## src/rtl/loader_pkg.sv

```systemverilog
// Shared types and constants for the boot-time program loader.
package loader_pkg;

  typedef enum logic [2:0] {
    LEN,
    DATA,
    ACK,
    RUN,
    ERR
  } state_t;

  localparam logic [7:0] ACK_BYTE  = 8'h06;
  localparam logic [7:0] NAK_BYTE  = 8'h15;
  localparam int         LEN_BYTES = 4;

endpackage

```

## src/rtl/prog_loader_byte_packer.sv

```systemverilog
// Little-endian byte-to-word assembler; word/word_done are valid
// combinationally in the cycle the 4th byte is presented.
module byte_packer
  import loader_pkg::*;
(
  input  logic        clk,
  input  logic        rst_n,
  input  logic        in_valid,
  input  logic [7:0]  in_byte,
  output logic [31:0] word,
  output logic        word_done
);

  localparam logic [1:0] LAST = 2'(LEN_BYTES - 1);

  logic [1:0]  cnt;
  logic [23:0] lo;

  always_ff @(posedge clk or negedge rst_n) begin
    if (!rst_n) begin
      cnt <= 2'd0;
      lo  <= 24'd0;
    end else if (in_valid) begin
      cnt <= cnt + 2'd1;
      lo  <= {in_byte, lo[23:8]};
    end
  end

  assign word      = {in_byte, lo};
  assign word_done = in_valid && (cnt == LAST);

endmodule

```

## src/rtl/prog_loader.sv

```systemverilog
// Boot loader: receives a length-prefixed image over the UART, writes
// it to instruction memory, acknowledges, then hands the UART to the CPU.
module prog_loader
  import loader_pkg::*;
#(
  parameter int IMEM_AW = 12
) (
  input  logic               clk,
  input  logic               rst_n,
  input  logic               uart_empty,
  input  logic [7:0]         uart_in,
  input  logic               uart_full,
  output logic               uart_rdreq,
  output logic               uart_wrreq,
  output logic [7:0]         uart_out,
  input  logic               cpu_uart_rdreq,
  input  logic               cpu_uart_wrreq,
  input  logic [7:0]         cpu_uart_out,
  output logic               cpu_uart_empty,
  output logic               imem_we,
  output logic [IMEM_AW-1:0] imem_waddr,
  output logic [31:0]        imem_wdata,
  output logic               cpu_run,
  output logic               load_err
);

  localparam logic [32:0] CAP = 33'(1) << IMEM_AW;

  state_t             state, state_n;
  logic               pend;
  logic               ld_rd, ld_wr;
  logic [7:0]         tx_byte;
  logic               tx_done, tx_done_n;
  logic [31:0]        n_q, n_d;
  logic [IMEM_AW-1:0] widx, widx_d;
  logic               we_d;
  logic [IMEM_AW-1:0] waddr_d;
  logic [31:0]        wdata_d;
  logic [31:0]        word;
  logic               word_done;

  byte_packer u_pack (
    .clk       (clk),
    .rst_n     (rst_n),
    .in_valid  (pend),
    .in_byte   (uart_in),
    .word      (word),
    .word_done (word_done)
  );

  always_comb begin
    state_n   = state;
    n_d       = n_q;
    widx_d    = widx;
    tx_done_n = tx_done;
    we_d      = 1'b0;
    waddr_d   = imem_waddr;
    wdata_d   = imem_wdata;
    ld_rd     = 1'b0;
    ld_wr     = 1'b0;
    tx_byte   = 8'h00;
    unique case (state)
      LEN: begin
        ld_rd = ~pend & ~uart_empty;
        if (word_done) begin
          n_d = word;
          if (word == 32'd0)
            state_n = ACK;
          else if ({1'b0, word} > CAP)
            state_n = ERR;
          else
            state_n = DATA;
        end
      end
      DATA: begin
        ld_rd = ~pend & ~uart_empty;
        if (word_done) begin
          we_d    = 1'b1;
          waddr_d = widx;
          wdata_d = word;
          // Index stops at N-1 so it never wraps at full capacity.
          if (32'(widx) == n_q - 32'd1)
            state_n = ACK;
          else
            widx_d = widx + 1'b1;
        end
      end
      ACK: begin
        if (!uart_full) begin
          ld_wr   = 1'b1;
          tx_byte = ACK_BYTE;
          state_n = RUN;
        end
      end
      RUN: begin
      end
      ERR: begin
        if (!uart_full && !tx_done) begin
          ld_wr     = 1'b1;
          tx_byte   = NAK_BYTE;
          tx_done_n = 1'b1;
        end
      end
      default: state_n = LEN;
    endcase
  end

  always_ff @(posedge clk or negedge rst_n) begin
    if (!rst_n) begin
      state      <= LEN;
      pend       <= 1'b0;
      tx_done    <= 1'b0;
      n_q        <= 32'd0;
      widx       <= '0;
      imem_we    <= 1'b0;
      imem_waddr <= '0;
      imem_wdata <= 32'd0;
    end else begin
      state      <= state_n;
      pend       <= ld_rd;
      tx_done    <= tx_done_n;
      n_q        <= n_d;
      widx       <= widx_d;
      imem_we    <= we_d;
      imem_waddr <= waddr_d;
      imem_wdata <= wdata_d;
    end
  end

  assign cpu_run  = (state == RUN);
  assign load_err = (state == ERR);

  // Loader reads are gated by reset so the strobe is low while held.
  assign uart_rdreq     = cpu_run ? cpu_uart_rdreq : (rst_n & ld_rd);
  assign uart_wrreq     = cpu_run ? cpu_uart_wrreq : ld_wr;
  assign uart_out       = cpu_run ? cpu_uart_out : tx_byte;
  assign cpu_uart_empty = uart_empty | ~cpu_run;

endmodule

```

## config.mk

```make
export PLATFORM = sky130hd
export DESIGN_NAME = prog_loader
export DESIGN_NICKNAME = d
export VERILOG_FILES = /design/src/rtl/loader_pkg.sv /design/src/rtl/prog_loader_byte_packer.sv /design/src/rtl/prog_loader.sv
export SDC_FILE = /design/constraint.sdc
export NUM_CORES = 1
export LEC_CHECK = 0
export ABC_AREA = 1
export CAP_MARGIN = 0
export CORE_ASPECT_RATIO = 1.1
export CORE_MARGIN = 4
export CORE_UTILIZATION = 40
export DETAILED_ROUTE_END_ITERATION = 10
export GPL_ROUTABILITY_DRIVEN = 0
export PLACE_DENSITY = 0.75
export SYNTH_ARGS = -nofsm -noshare
export SYNTH_HDL_FRONTEND = slang
export SYNTH_SLANG_ARGS = --single-unit
export TNS_END_PERCENT = 10
```

## constraint.sdc

```tcl
create_clock -name clk -period 2.1 [get_ports clk]
set_input_delay 0.42 -clock clk [delete_from_list [all_inputs] [get_ports clk]]
set_output_delay 0.42 -clock clk [all_outputs]
set_load 0.1 [all_outputs]
```

After elaboration in Yosys (flattened, before gate mapping) --
Index checks and enable logic that the tools add are counted.
Word-level totals: flip-flop bits (word level) 120, output and inout port bits 58, logic and storage cells 64, input port bits 22
Operators by class: bitwise operators 8, magnitude comparators 1, reductions and logical operators 13, add/subtract/negate cells 3, equality and inequality tests 10, mux-type cells 19
Operator list (number):
- == test 12 x 32 -> 1 bit | 1
- greater-than comparator 32 x 13 -> 1 bit, second input constant | 1
- logical NOT 32 bit | 1
- subtractor 32 x 1 -> 32 bit, second input constant | 1
- two-way mux 3 bit | 7
- adder 12 x 1 -> 12 bit, second input constant | 1
- case mux 3 bit (4 select lines) | 1
- case mux 5 bit (2 select lines) | 1
- two-way mux 8 bit | 1
- two-way mux 1 bit | 7
- == test 3 x 2 -> 1 bit, second input constant | 2
- AND reduction 2 bit | 3
- two-way mux 5 bit | 1
- inverter 1 bit | 5
- AND reduction 5 bit | 1
- != test 2 x 1 -> 1 bit, second input constant | 2
- != test 2 bit, second input constant | 2
- OR reduction 2 bit | 2
- == test 3 x 1 -> 1 bit, second input constant | 1
- == test 3 bit, second input constant | 1
- logical NOT 3 bit | 1
- AND reduction 3 bit | 1
- adder 2 x 1 -> 2 bit, second input constant | 1
- bitwise AND 1 bit | 2
- other kinds (5) | 7

Depth between registers and ports, before layout --
word-level depth 5, gate-level depth with buffers 18, gate-level depth less buffers 17

Modules after synthesis --
From an unflattened synthesis, not the netlist that was laid out.
Second synthesis, totals: cell total of the unflattened synthesis 866, area, all modules 6658.9 µm²
By module, submodules not included:
- prog_loader | cells an instance 744, instances 1, seq. area each 2352.3 µm², area an instance 5505.3 µm²
- byte_packer | cells an instance 122, instances 1, seq. area each 650.6 µm², area an instance 1153.6 µm²

Worst setup path after synthesis --
Ideal clock, no wire load.
kind register to output, start reg state[0], end out uart_out[3], stages on the path, launching flop included 5, setup slack -1.834 ns, buffers on the path 0, required time 1.680 ns, arrival 3.514 ns, cell sequence dfrtp_1 -> inv_1 -> nor3_2 -> inv_1 -> nor2_1
On the way: elaborated cells between the ends (all ways) 5, those cells by class 3 x eq/ne; 2 x mux
RTL lines:
- from (decl) | line prog_loader.sv:29 | state_t state, state_n;
- from (signal assigned) | line prog_loader.sv:119 | state <= state_n;
- == test 3 x 2 -> 1 bit | line prog_loader.sv:130 | assign cpu_run = (state == RUN);
- named net cpu_run | line prog_loader.sv:23 | output logic cpu_run,
- two-way mux 8 bit | line prog_loader.sv:136 | assign uart_out = cpu_run ? cpu_uart_out : tx_byte;
- to (decl) | line prog_loader.sv:15 | output logic [7:0] uart_out,
The timed path passes the listed nets, and every way through them passes these cells.

Worst setup path in the final report --
start reg n_q[1], end reg widx[4]
On the way: cells in the longest elaborated chain, start to end 4
RTL lines:
- from (decl) | line prog_loader.sv:34 | logic [31:0] n_q, n_d;
- from (signal assigned) | line prog_loader.sv:122 | n_q <= n_d;
- subtractor 32 x 1 -> 32 bit | line prog_loader.sv:82 | if (32'(widx) == n_q - 32'd1)
- == test 12 x 32 -> 1 bit | line prog_loader.sv:82
- inverter 1 bit (no line)
- AND reduction 3 bit (no line)
- to (signal assigned) | line prog_loader.sv:123 | widx <= widx_d;
- to (decl) | line prog_loader.sv:35 | logic [IMEM_AW-1:0] widx, widx_d;
Every way passes these cells. A chain may end at the register's enable or synchronous reset.

==> metrics.txt <==
Placement Setup Slack -227 ps; outcome complete, but fails checks; final wirelength 15900 microns; min Tclk post-route 2120 ps; CP Cell Sequence inv_2 > ha_4 > nand2_4 > nor2_4 > nand4_1 > nand2_1 > nand2_1 > nor2_1 > nand2_1 > nor2_2 > nand3_4 > buf_6 > nand3_2 > nand2_1; remaining routing DRC violations 0; synth warn 0; Die Span Y 137 microns; register area share after synthesis 49.3%; vias in the first global route 5470; # diodes 0; Final period util 101%; Slew @ Worst Pin 661 ps; Net Count, Synth 829; Row Count 47; initial antenna violation count 0; Placed Area 7450 sq um; startpoint class of the critical path register; Clock Latency Late Sink 430 ps; number of synthesized register bits 120; Critical Path End widx[4]; Total Routing Usage GR 19.2%; CTS tree done; TNS Setup -135 ps; Fillers 1332; initial core utilization 40.7%; adder-cell share of the synthesized area 0.616%; ANT nets after route 0; Final Power 10.2 mW; CP delay by family, top simple AND/OR/NAND/NOR gates; Buf/Inv on CP 2; die outline width 126 microns; power per cell area 1220 nW/um^2; Max Slew Vio Count 0; CORE AREA 15000 sq um; FF-to-FF setup slack -20 ps; post-synth cell types 34; leak pwr 4.12 nW; Final nets 954; FF-to-FF End widx[4]; Area growth syn-to-layout 37.0%; failing checks setup timing; cts hold-fix bufs 0; worst ir drop on vdd 0.000655 V; commonest cells after routing, fill and taps aside nand2_1 (234), dfrtp_1 (114), o21ai_0 (103), buf_4 (91), inv_1 (89); GR Overflow Total 0; Most common cell on crit path nand2_1; CP max stage cell dfrtp_1; fmax 0.471 GHz; RSZ-0062 raised after global routing true; Worst setup EP type register; crit path kind reg2reg; Setup WS post-layout -23.6 ps; via density per instance 4.93; clock-pin slew on the worst setup and hold paths 60 ps; hpwl dp 11200 microns; final setup vio count 12; R2R cell count 14; largest net degree at the start of global routing 121; Iter 0 DRT Violations 360; clock root buffer clkbuf_16; Simple-Gate Fraction of Synth Area 28.8%; Critical path origin n_q[1]; headroom to the max-slew limit 55.9%; Die Area 17300 sq um; Final Hold Fails 0; skew final 12.1 ps; Post-Syn Instances 804; Max-Cap Viols 0; clock sink count 120; CTS Buf Count 17; layout cells sized above 1 24.1%; Pre-antenna DRT Iters 6; largest family of logic cells by synthesized area simple AND/OR/NAND/NOR gates; WHS 120 ps; xor and xnor area share after synthesis 3.30%; H-tree levels 4; first-pass GRT wire length 26500 microns; mean post-synth cell area 7.58 sq um; Top Ports 80; Worst path depth 14; Hold Path Class in2async; critical path arrival 2430 ps; crit-path max FO 6; Wirelength per Cell 14.0 microns; Final Cell Area 8350 sq um; mux contribution to synthesized area 0.185%; biggest cell delay along the critical path 410 ps; worst reg2reg startpoint n_q[1]; CP required 2400 ps; routed vias 5607; Mapped Area 6100 sq um; # port buffers 79; CTS max path bufs 2; most common cell after layout, fill and taps aside nand2_1; Synth Area in Compound Gates 10.1%
cell type report:
type | count | area [sq um] | share of cell area (%)
clock buffer | 17 | 425 | 5.09
sequential | 120 | 3010 | 36.0
clock inverter | 14 | 196 | 2.35
tap | 196 | 245 | 2.94
inverter | 97 | 367 | 4.39
multi-input combinational | 563 | 2870 | 34.4
timing repair buffer | 130 | 1240 | 14.8
kinds of logic after synthesis:
family                   Yosys count
buffers and inverters            122
flip-flops                       120
multiplexers                       1
AND/OR/NAND/NOR                  416
AO/OA/AOI/OAI                    119
XOR/XNOR                          23
adder cells (fa/ha/maj)            3
where the power goes:
| part | switching [mW] | total [mW] | internal (mW) |
|---|---|---|---|
| clock network | 1.09 | 3.07 | 1.99 |
| registers | 0.371 | 3.06 | 2.69 |
| logic | 2.48 | 4.07 | 1.59 |
worst min-delay path by stage:
stage / endpoint
after floorplan: imem_waddr[0]
after global placement: tx_done
after detailed placement: tx_done
after CTS: imem_waddr[11]
after global routing: n_q[29]
final: n_q[25]
repair_timing:
item | CTS | global route
gates resized for setup | 17 | 45
setup buffers | 2 | 6
pin swaps | 8 | 22
cloned | 1 | 0
setup endpoints to repair | 22 | 26
cells in the mapped netlist (all sizes together):
library cell	n	area, sq um
o21bai	3	22.5
clkbuf	22	82.6
mux2	1	11.3
ha	3	37.5
xnor2	6	52.6
nand2	252	976
nand3b	2	15.0
a21oi	4	20.0
dfrtp	120	3000
xor2	17	149
nor4	6	37.5
and2	1	6.26
o21ai	108	541
nor3	8	45.0
o21a	1	7.51
nand4	10	62.6
or2	1	6.26
nor2	98	413
buf	3	23.8
a22o	1	8.76
inv	97	364
o211ai	1	7.51
a2111oi	1	8.76
nand3	38	195
registers in the layout (all words and copies together), names as in the netlist:
register	cells
imem_waddr	12
imem_wdata	32
pend	1
u_pack.lo	24
n_q	32
tx_done	1
imem_we	1
widx	12
u_pack.cnt	2
state	3
layer usage:
layer / track usage (%) / wire, microns / up-vias
met3: 5.43 / 799 / 22
met5: 0 / 0 / -
li1: - / - / 2796
met4: 6.63 / 326 / 0
met1: 24.6 / 6970 / 2652
met2: 31.3 / 7780 / 137
stage by stage:
stage	instances	util (%)
after floorplan	804	-
final	1137	55.7
after global placement	1097	49.7
after detailed placement	1097	49.7
after CTS	1131	54.5
after global routing	1137	55.7
(Power assumes the default switching activity.)
